### config.mk
export PLATFORM = sky130hd
export DESIGN_NAME = shift_reg_piso_tx
export DESIGN_NICKNAME = d
export VERILOG_FILES = /design/src/rtl/shift_reg_piso_tx.sv
export SDC_FILE = /design/constraint.sdc
export NUM_CORES = 1
export LEC_CHECK = 0
export CAP_MARGIN = 20
export CORE_ASPECT_RATIO = 2
export CORE_MARGIN = 10
export CORE_UTILIZATION = 45
export DETAILED_ROUTE_END_ITERATION = 10
export DONT_BUFFER_PORTS = 1
export GPL_TIMING_DRIVEN = 0
export SLEW_MARGIN = 15
export SYNTH_ARGS = -nofsm -noshare
export SYNTH_HDL_FRONTEND = slang
export SYNTH_SLANG_ARGS = --single-unit
### constraint.sdc
create_clock -name CLK -period 1.5 [get_ports CLK]
set_input_delay 0.3 -clock CLK [delete_from_list [all_inputs] [get_ports CLK]]
set_output_delay 0.3 -clock CLK [all_outputs]
set_load 0.01 [all_outputs]
### src/rtl/shift_reg_piso_tx.sv
// Parallel-in serial-out framed transmitter: accepts a word on valid/ready and
// shifts it out MSB-first, one bit per DIV clocks, with a per-bit strobe for a SIPO.
module shift_reg_piso_tx #(
  parameter int unsigned WIDTH    = 16,
  parameter int unsigned DIV      = 4,
  parameter int unsigned GAP_BITS = 1
) (
  input  logic             CLK,
  input  logic             RST,
  input  logic [WIDTH-1:0] DIN,
  input  logic             DIN_VLD,
  output logic             DIN_RDY,
  output logic             SOUT,
  output logic             FRAME,
  output logic             BIT_EN,
  output logic             DONE,
  output logic             BUSY
);

  localparam int unsigned CNT_W    = (DIV > 1) ? $clog2(DIV) : 1;
  localparam int unsigned BIDX_W   = $clog2(WIDTH);
  localparam int unsigned GAP_LEN  = GAP_BITS * DIV;
  localparam int unsigned GAP_W    = (GAP_LEN > 1) ? $clog2(GAP_LEN) : 1;
  localparam int unsigned GAP_LAST = (GAP_LEN > 0) ? GAP_LEN - 1 : 0;

  typedef enum logic [1:0] {
    ST_IDLE  = 2'd0,
    ST_SHIFT = 2'd1,
    ST_GAP   = 2'd2
  } state_t;

  state_t             state_r, state_nxt;
  logic [WIDTH-1:0]   shift_r, shift_nxt;
  logic [CNT_W-1:0]   cnt_r, cnt_nxt;
  logic [BIDX_W-1:0]  bidx_r, bidx_nxt;
  logic [GAP_W-1:0]   gap_r, gap_nxt;

  // State and datapath registers; reset abandons any frame in flight.
  always_ff @(posedge CLK or posedge RST) begin
    if (RST) begin
      state_r <= ST_IDLE;
      shift_r <= '0;
      cnt_r   <= '0;
      bidx_r  <= '0;
      gap_r   <= '0;
    end else begin
      state_r <= state_nxt;
      shift_r <= shift_nxt;
      cnt_r   <= cnt_nxt;
      bidx_r  <= bidx_nxt;
      gap_r   <= gap_nxt;
    end
  end

  // Next-state and output decode; outputs depend on registers only.
  always_comb begin
    state_nxt = state_r;
    shift_nxt = shift_r;
    cnt_nxt   = cnt_r;
    bidx_nxt  = bidx_r;
    gap_nxt   = gap_r;
    DIN_RDY   = 1'b0;
    SOUT      = 1'b0;
    FRAME     = 1'b0;
    BIT_EN    = 1'b0;
    DONE      = 1'b0;
    BUSY      = 1'b0;

    case (state_r)
      ST_IDLE: begin
        DIN_RDY = 1'b1;
        if (DIN_VLD) begin
          shift_nxt = DIN;
          cnt_nxt   = '0;
          bidx_nxt  = '0;
          gap_nxt   = '0;
          state_nxt = ST_SHIFT;
        end
      end

      ST_SHIFT: begin
        FRAME = 1'b1;
        BUSY  = 1'b1;
        SOUT  = shift_r[WIDTH-1];
        if (cnt_r == CNT_W'(DIV - 1)) begin
          // Last cycle of the bit period: strobe, then advance to the next bit.
          BIT_EN    = 1'b1;
          cnt_nxt   = '0;
          shift_nxt = {shift_r[WIDTH-2:0], 1'b0};
          if (bidx_r == BIDX_W'(WIDTH - 1)) begin
            DONE      = 1'b1;
            bidx_nxt  = '0;
            gap_nxt   = '0;
            state_nxt = (GAP_LEN > 0) ? ST_GAP : ST_IDLE;
          end else begin
            bidx_nxt = bidx_r + BIDX_W'(1);
          end
        end else begin
          cnt_nxt = cnt_r + CNT_W'(1);
        end
      end

      ST_GAP: begin
        BUSY = 1'b1;
        if (gap_r == GAP_W'(GAP_LAST)) begin
          gap_nxt   = '0;
          state_nxt = ST_IDLE;
        end else begin
          gap_nxt = gap_r + GAP_W'(1);
        end
      end

      default: begin
        state_nxt = ST_IDLE;
      end
    endcase
  end

endmodule

==> reports/summary.txt, run 1 <==
Asr flop ratio synth -> 100%
Synth Cell Area -> 1400 um^2
Ratio of cells with drive above 1 in the final layout -> 42.3%
P_int -> 2.70 mW
Largest net degree at the start of global routing -> 27
Max-Cap Viols -> 0
Number of synthesized flops with an enable pin -> 0
Outcome -> finished with violations
Reg power frac -> 28.7%
Static Leak -> 0.772 nW
# diodes -> 0
Register bit total from synthesis -> 26
Post-DP HPWL -> 2.20 mm
Sink Count -> 26
Commonest non-fill, non-tap cells in the layout -> 25 x dfrtp_1, 16 x mux2i_1, 12 x a21oi_1
Die area -> 5880 um^2
Primary FF master, synth -> dfrtp_1
Setup Skew -> 0.00226 ns
CP max FO -> 5
Total CTS buffers -> 3
Pwr/cell area -> 2480 nW/um^2
Num rows -> 28
Setup TNS -> -1.80 ns
Synth Instances -> 133
H-Tree Depth -> 1
Vias in the first global route -> 1,076
CTS tree -> built
Ys Warns -> 0
Failing checks -> negative setup slack
Gate power share -> 61.1%
Fmax -> 607 MHz
First-pass GRT wire length -> 4.91 mm
Area grow syn2layout -> 30.7%
Sw Pwr -> 1.84 mW
Placer Congestion -> 0.705
CTS Buffer Depth -> 2
Root Buffer -> clkbuf_8
Starting Density -> 47.1%
Core area -> 2980 um^2
Peak VDD IR -> 1.57 mV
Number of antenna violations at the first check in global routing -> 0
Post-route ant nets -> 0
DRT iter0 DRCs -> 14
Final setup violation count -> 24
Reg clk slew, reported paths -> 0.09 ns
RSZ-0062 raised after global routing -> yes
Fin worst setup slack -> -0.148 ns
PortBufs -> 0
Sw frac -> 40.5%
Max transition margin -> 76.7%
Commonest non-fill, non-tap cell in the layout -> dfrtp_1
Critical Path Sink Type -> register
DRT Pass-1 Iters -> 4
Routed wire length -> 3.14 mm
Vias per cell -> 5.75
Synth cell types -> 28
Required @ worst endpoint -> 1.67 ns
Syn avg cell area -> 10.5 um^2
Fin. Hold Viols -> 0
Hold Crit Class -> in -> reg
Worst-margin pin slew -> 0.349 ns
Clock share of power -> 10.2%
Vias -> 1,030
Clk_lat worst skew -> 0.27 ns
Synth Net Count -> 161
Filler instances -> 245
Arrival time of the worst setup path -> 1.82 ns
Fin util -> 61.5%
Sequential-to-total area share from yosys stat -> 46.4%
Chip Height -> 98.9 um
Residual DRC -> 0
Crit share post-route -> 110%
Post-route minimum period -> 1.65 ns
GR Util All Layers -> 10.5%
Post-DP Area -> 1480 um^2
I/O pin count -> 25
Final Max Slew Viols -> 0
Setup crit start kind -> register
Total gr overflow -> 0
Chip width -> 59.5 um
Kind of critical path -> reg -> reg
WL/cell -> 17.5 um
Cell area after layout -> 1830 um^2
Final nets -> 178
## synth_stat cells, types with 2 or more instances
| cell | instances | share of area, % |
|---|---|---|
| nand3_1 | 4 | 1.4 |
| nor3_4 | 2 | 2.3 |
| mux2i_1 | 16 | 11 |
| a32o_1 | 3 | 2.1 |
| a21oi_1 | 15 | 5.4 |
| buf_2 | 4 | 1.4 |
| ha_1 | 9 | 8.0 |
| nor2_1 | 18 | 4.8 |
| inv_1 | 9 | 2.4 |
| nor2b_1 | 2 | 0.89 |
| dfrtp_1 | 26 | 46 |
| and2_1 | 2 | 0.89 |
| nand2_1 | 4 | 1.1 |
| mux2_1 | 2 | 1.6 |
| buf_4 | 2 | 1.1 |
| o21ai_1 | 3 | 1.1 |
## per-layer routing
metal,track usage (%),wire length [um]
met1,10.8,1170
met2,17.5,1700
met5,0,0
met4,5.86,89
met3,3.60,178
## logic make-up (layout without fill, tap and decap cells)
kind of cell | Yosys count | after routing | share of synthesized area [%]
multiplexers | 18 | 18 | 13.0
AO/OA/AOI/OAI | 26 | 26 | 12.2
flip-flops | 26 | 26 | 46.4
adder cells (fa/ha/maj) | 9 | 9 | 8.04
AND/OR/NAND/NOR | 38 | 38 | 14.8
buffers and inverters | 16 | 32 | 5.45
## stage by stage
stage / power (mW) / cells / setup slack, ns / hold slack [ns]
after floorplan: 2.88 / 133 / 0.00194 / 0.340
after global placement: 3.21 / 163 / -0.145 / 0.464
after detailed placement: 3.27 / 163 / -0.153 / 0.473
after CTS: 3.92 / 172 / -0.129 / 0.171
after global routing: 4.89 / 179 / -0.189 / 0.173
final: 4.54 / 179 / -0.148 / 0.174
## registers in the layout, summed over array words and instances, names as in the netlist
signal	cells
bidx_r	4
cnt_r	2
gap_r	2
shift_r	16
state_r	2
## critical path, cell delays in order, from the launching register on
cell and delay, ns:
dfrtp_1 0.38, inv_2 0.06, buf_6 0.13, ha_4 0.18, or2_1 0.25, o211a_4 0.18
buf_6 0.15, a32o_1 0.21
## cell type report
type                       count  area [um^2]  share of cell area [%]
multi-input combinational     91          833                    45.5
timing repair buffer          12          120                    6.56
inverter                       9         36.3                    1.98
buffer                         7         97.6                    5.33
clock buffer                   4         55.1                    3.01
tap                           30         37.5                    2.05
sequential                    26          652                    35.6
## power by group through the flow
stage                     registers (mW)  clock network (mW)  logic, mW
after floorplan                     1.21                   0       1.66
after global placement              1.25                   0       1.95
after detailed placement            1.27                   0       2.00
after CTS                           1.25               0.475       2.20
after global routing                1.34               0.503       3.04
final                               1.30               0.461       2.78
## what timing repair did
action | CTS | global route
hold buffers | 0 | 1
pin swaps | 4 | 9
setup buffers | 5 | 4
gates resized for setup | 10 | 44
cloned | 0 | 1
endpoints found under the setup margin | 26 | 27
endpoints found under the hold margin | 0 | 6
## final timing paths
check | startpoint | end | slack [ns] | cells after the start
worst max-delay path | state_r[1] | bidx_r[3] | -0.15 | 7
worst min-delay path | DIN[0] | shift_r[0] | 0.17 | 2
worst max register to register | state_r[1] | bidx_r[3] | -0.15 | 7
worst min register to register | cnt_r[1] | cnt_r[1] | 0.51 | 1
max in group asynchronous | RST | state_r[0] | 0.66 | 3
min in group asynchronous | RST | shift_r[13] | 0.42 | 2
Power figures use the tool's default switching activity.
==> run 2, diff against run 1 <==
--- a/config.mk
+++ b/config.mk
@@ -12,6 +12,7 @@
 export DETAILED_ROUTE_END_ITERATION = 10
 export DONT_BUFFER_PORTS = 1
 export GPL_TIMING_DRIVEN = 0
+export SKIP_LAST_GASP = 1
 export SLEW_MARGIN = 15
 export SYNTH_ARGS = -nofsm -noshare
 export SYNTH_HDL_FRONTEND = slang
==> reports/summary.txt, run 2 (synthesized netlist as in run 1, its figures left out) <==
Arrival time of the worst setup path -> 1.82 ns
First-pass GRT wire length -> 4.91 mm
Clock share of power -> 10.3%
Largest registers -> shift_r (16), bidx_r (4)
Vias in the first global route -> 1,076
RSZ-0062 raised after global routing -> yes
Sw Pwr -> 1.80 mW
WL/cell -> 17.2 um
Failing checks -> negative setup slack
Setup Skew -> 0.00189 ns
Pre-CTS WS -> -0.153 ns
Num rows -> 28
Commonest non-fill, non-tap cell in the layout -> dfrtp_1
P_int -> 2.69 mW
Reg power frac -> 28.7%
Critical Path Sink Type -> register
Final Max Slew Viols -> 0
Sw frac -> 40.1%
Chip Height -> 98.9 um
Final setup violation count -> 24
DRT iter0 DRCs -> 13
Max-Cap Viols -> 0
Ratio of cells with drive above 1 in the final layout -> 40.9%
# diodes -> 0
CP max FO -> 5
CTS Buffer Depth -> 2
Outcome -> finished with violations
Total gr overflow -> 0
Crit share post-route -> 110%
Total CTS buffers -> 3
Biggest register -> shift_r
Chip width -> 59.5 um
Post-route ant nets -> 0
Area grow syn2layout -> 30.0%
Max transition margin -> 76.7%
Root Buffer -> clkbuf_8
Gate power share -> 61.0%
DRT Pass-1 Iters -> 4
Worst-margin pin slew -> 0.349 ns
Starting Density -> 47.1%
Fin. Hold Viols -> 0
Residual DRC -> 0
Commonest non-fill, non-tap cells in the layout -> 25 x dfrtp_1, 16 x mux2i_1, 12 x a21oi_1
Fin util -> 61.2%
Max reg flops -> 16
Required @ worst endpoint -> 1.67 ns
Fin worst setup slack -> -0.147 ns
Die area -> 5880 um^2
Vias per cell -> 5.73
PortBufs -> 0
Hold Crit Class -> in -> reg
H-Tree Depth -> 1
Clk_lat worst skew -> 0.27 ns
Core area -> 2980 um^2
Largest net degree at the start of global routing -> 27
Routed wire length -> 3.08 mm
Peak VDD IR -> 1.55 mV
Final nets -> 178
Static Leak -> 0.772 nW
GR Util All Layers -> 10.5%
Post-route minimum period -> 1.65 ns
Sink Count -> 26
Vias -> 1,026
CTS tree -> built
I/O pin count -> 25
Reg clk slew, reported paths -> 0.09 ns
Setup crit start kind -> register
Post-DP HPWL -> 2.20 mm
Placer Congestion -> 0.705
Number of antenna violations at the first check in global routing -> 0
Fmax -> 607 MHz
Pwr/cell area -> 2470 nW/um^2
Kind of critical path -> reg -> reg
[run 2: cell counts in the layout (fill, tap and decap cells not counted)]
Identical to the previous run, type by type.
[run 2: final cells by class]
cell class	count	area (um^2)
Clock buffer	4	55.1
Tap cell	30	37.5
Timing Repair Buffer	12	120
Buffer	7	97.6
Fill cell	249	1160
Inverter	9	36.3
Multi-Input combinational cell	91	823
Sequential cell	26	652
[run 2: path summary, 6_finish.rpt]
path	start	to	slack, ns	cells after the start
worst max-delay path	state_r[1]	bidx_r[3]	-0.15	7
worst min-delay path	DIN[0]	shift_r[0]	0.17	2
worst min register to register	cnt_r[1]	cnt_r[1]	0.51	1
max in group asynchronous	RST	state_r[0]	0.66	3
min in group asynchronous	RST	shift_r[13]	0.42	2
worst max register to register	state_r[1]	bidx_r[3]	-0.15	7
[run 2: critical path: stages (launching register included)]
cell and delay (ns):
dfrtp_1 0.38, inv_2 0.06, buf_6 0.13, ha_4 0.18
or2_1 0.25, o211a_4 0.18, buf_6 0.15, a32o_1 0.21
[run 2: timing repair]
item	CTS	global route
resized for setup	10	41
setup endpoints to repair	26	27
hold endpoints to repair	0	6
gates cloned	0	1
pin swaps	4	9
hold buffers	0	1
setup buffers	5	4
[run 2: per-stage QoR]
stage	power, mW	setup TNS [ns]	std cells	area [um^2]	hold WS [ns]
after floorplan	2.88	0	133	1450	0.340
after global placement	3.21	-1.59	163	1480	0.464
after detailed placement	3.27	-2.32	163	1480	0.473
after CTS	3.92	-2.42	172	1610	0.171
after global routing	4.84	-2.97	179	1820	0.172
final	4.49	-1.80	179	1820	0.172
[run 2: power groups by stage]
stage / clock, mW / combinational, mW / sequential, mW
after CTS: 0.475 / 2.20 / 1.25
after global placement: 0 / 1.95 / 1.25
after global routing: 0.503 / 3.01 / 1.33
after detailed placement: 0 / 2.00 / 1.27
final: 0.463 / 2.74 / 1.29
after floorplan: 0 / 1.66 / 1.21
[run 2: per-layer routing]
metal	part of all wire [%]	vias up	global-route usage (%)	wire, um
li1	-	489	-	-
met1	37	505	10.8	1150
met2	54	27	17.5	1670
met3	6.1	5	3.60	187
met4	2.1	0	5.86	65
met5	0	-	0	0
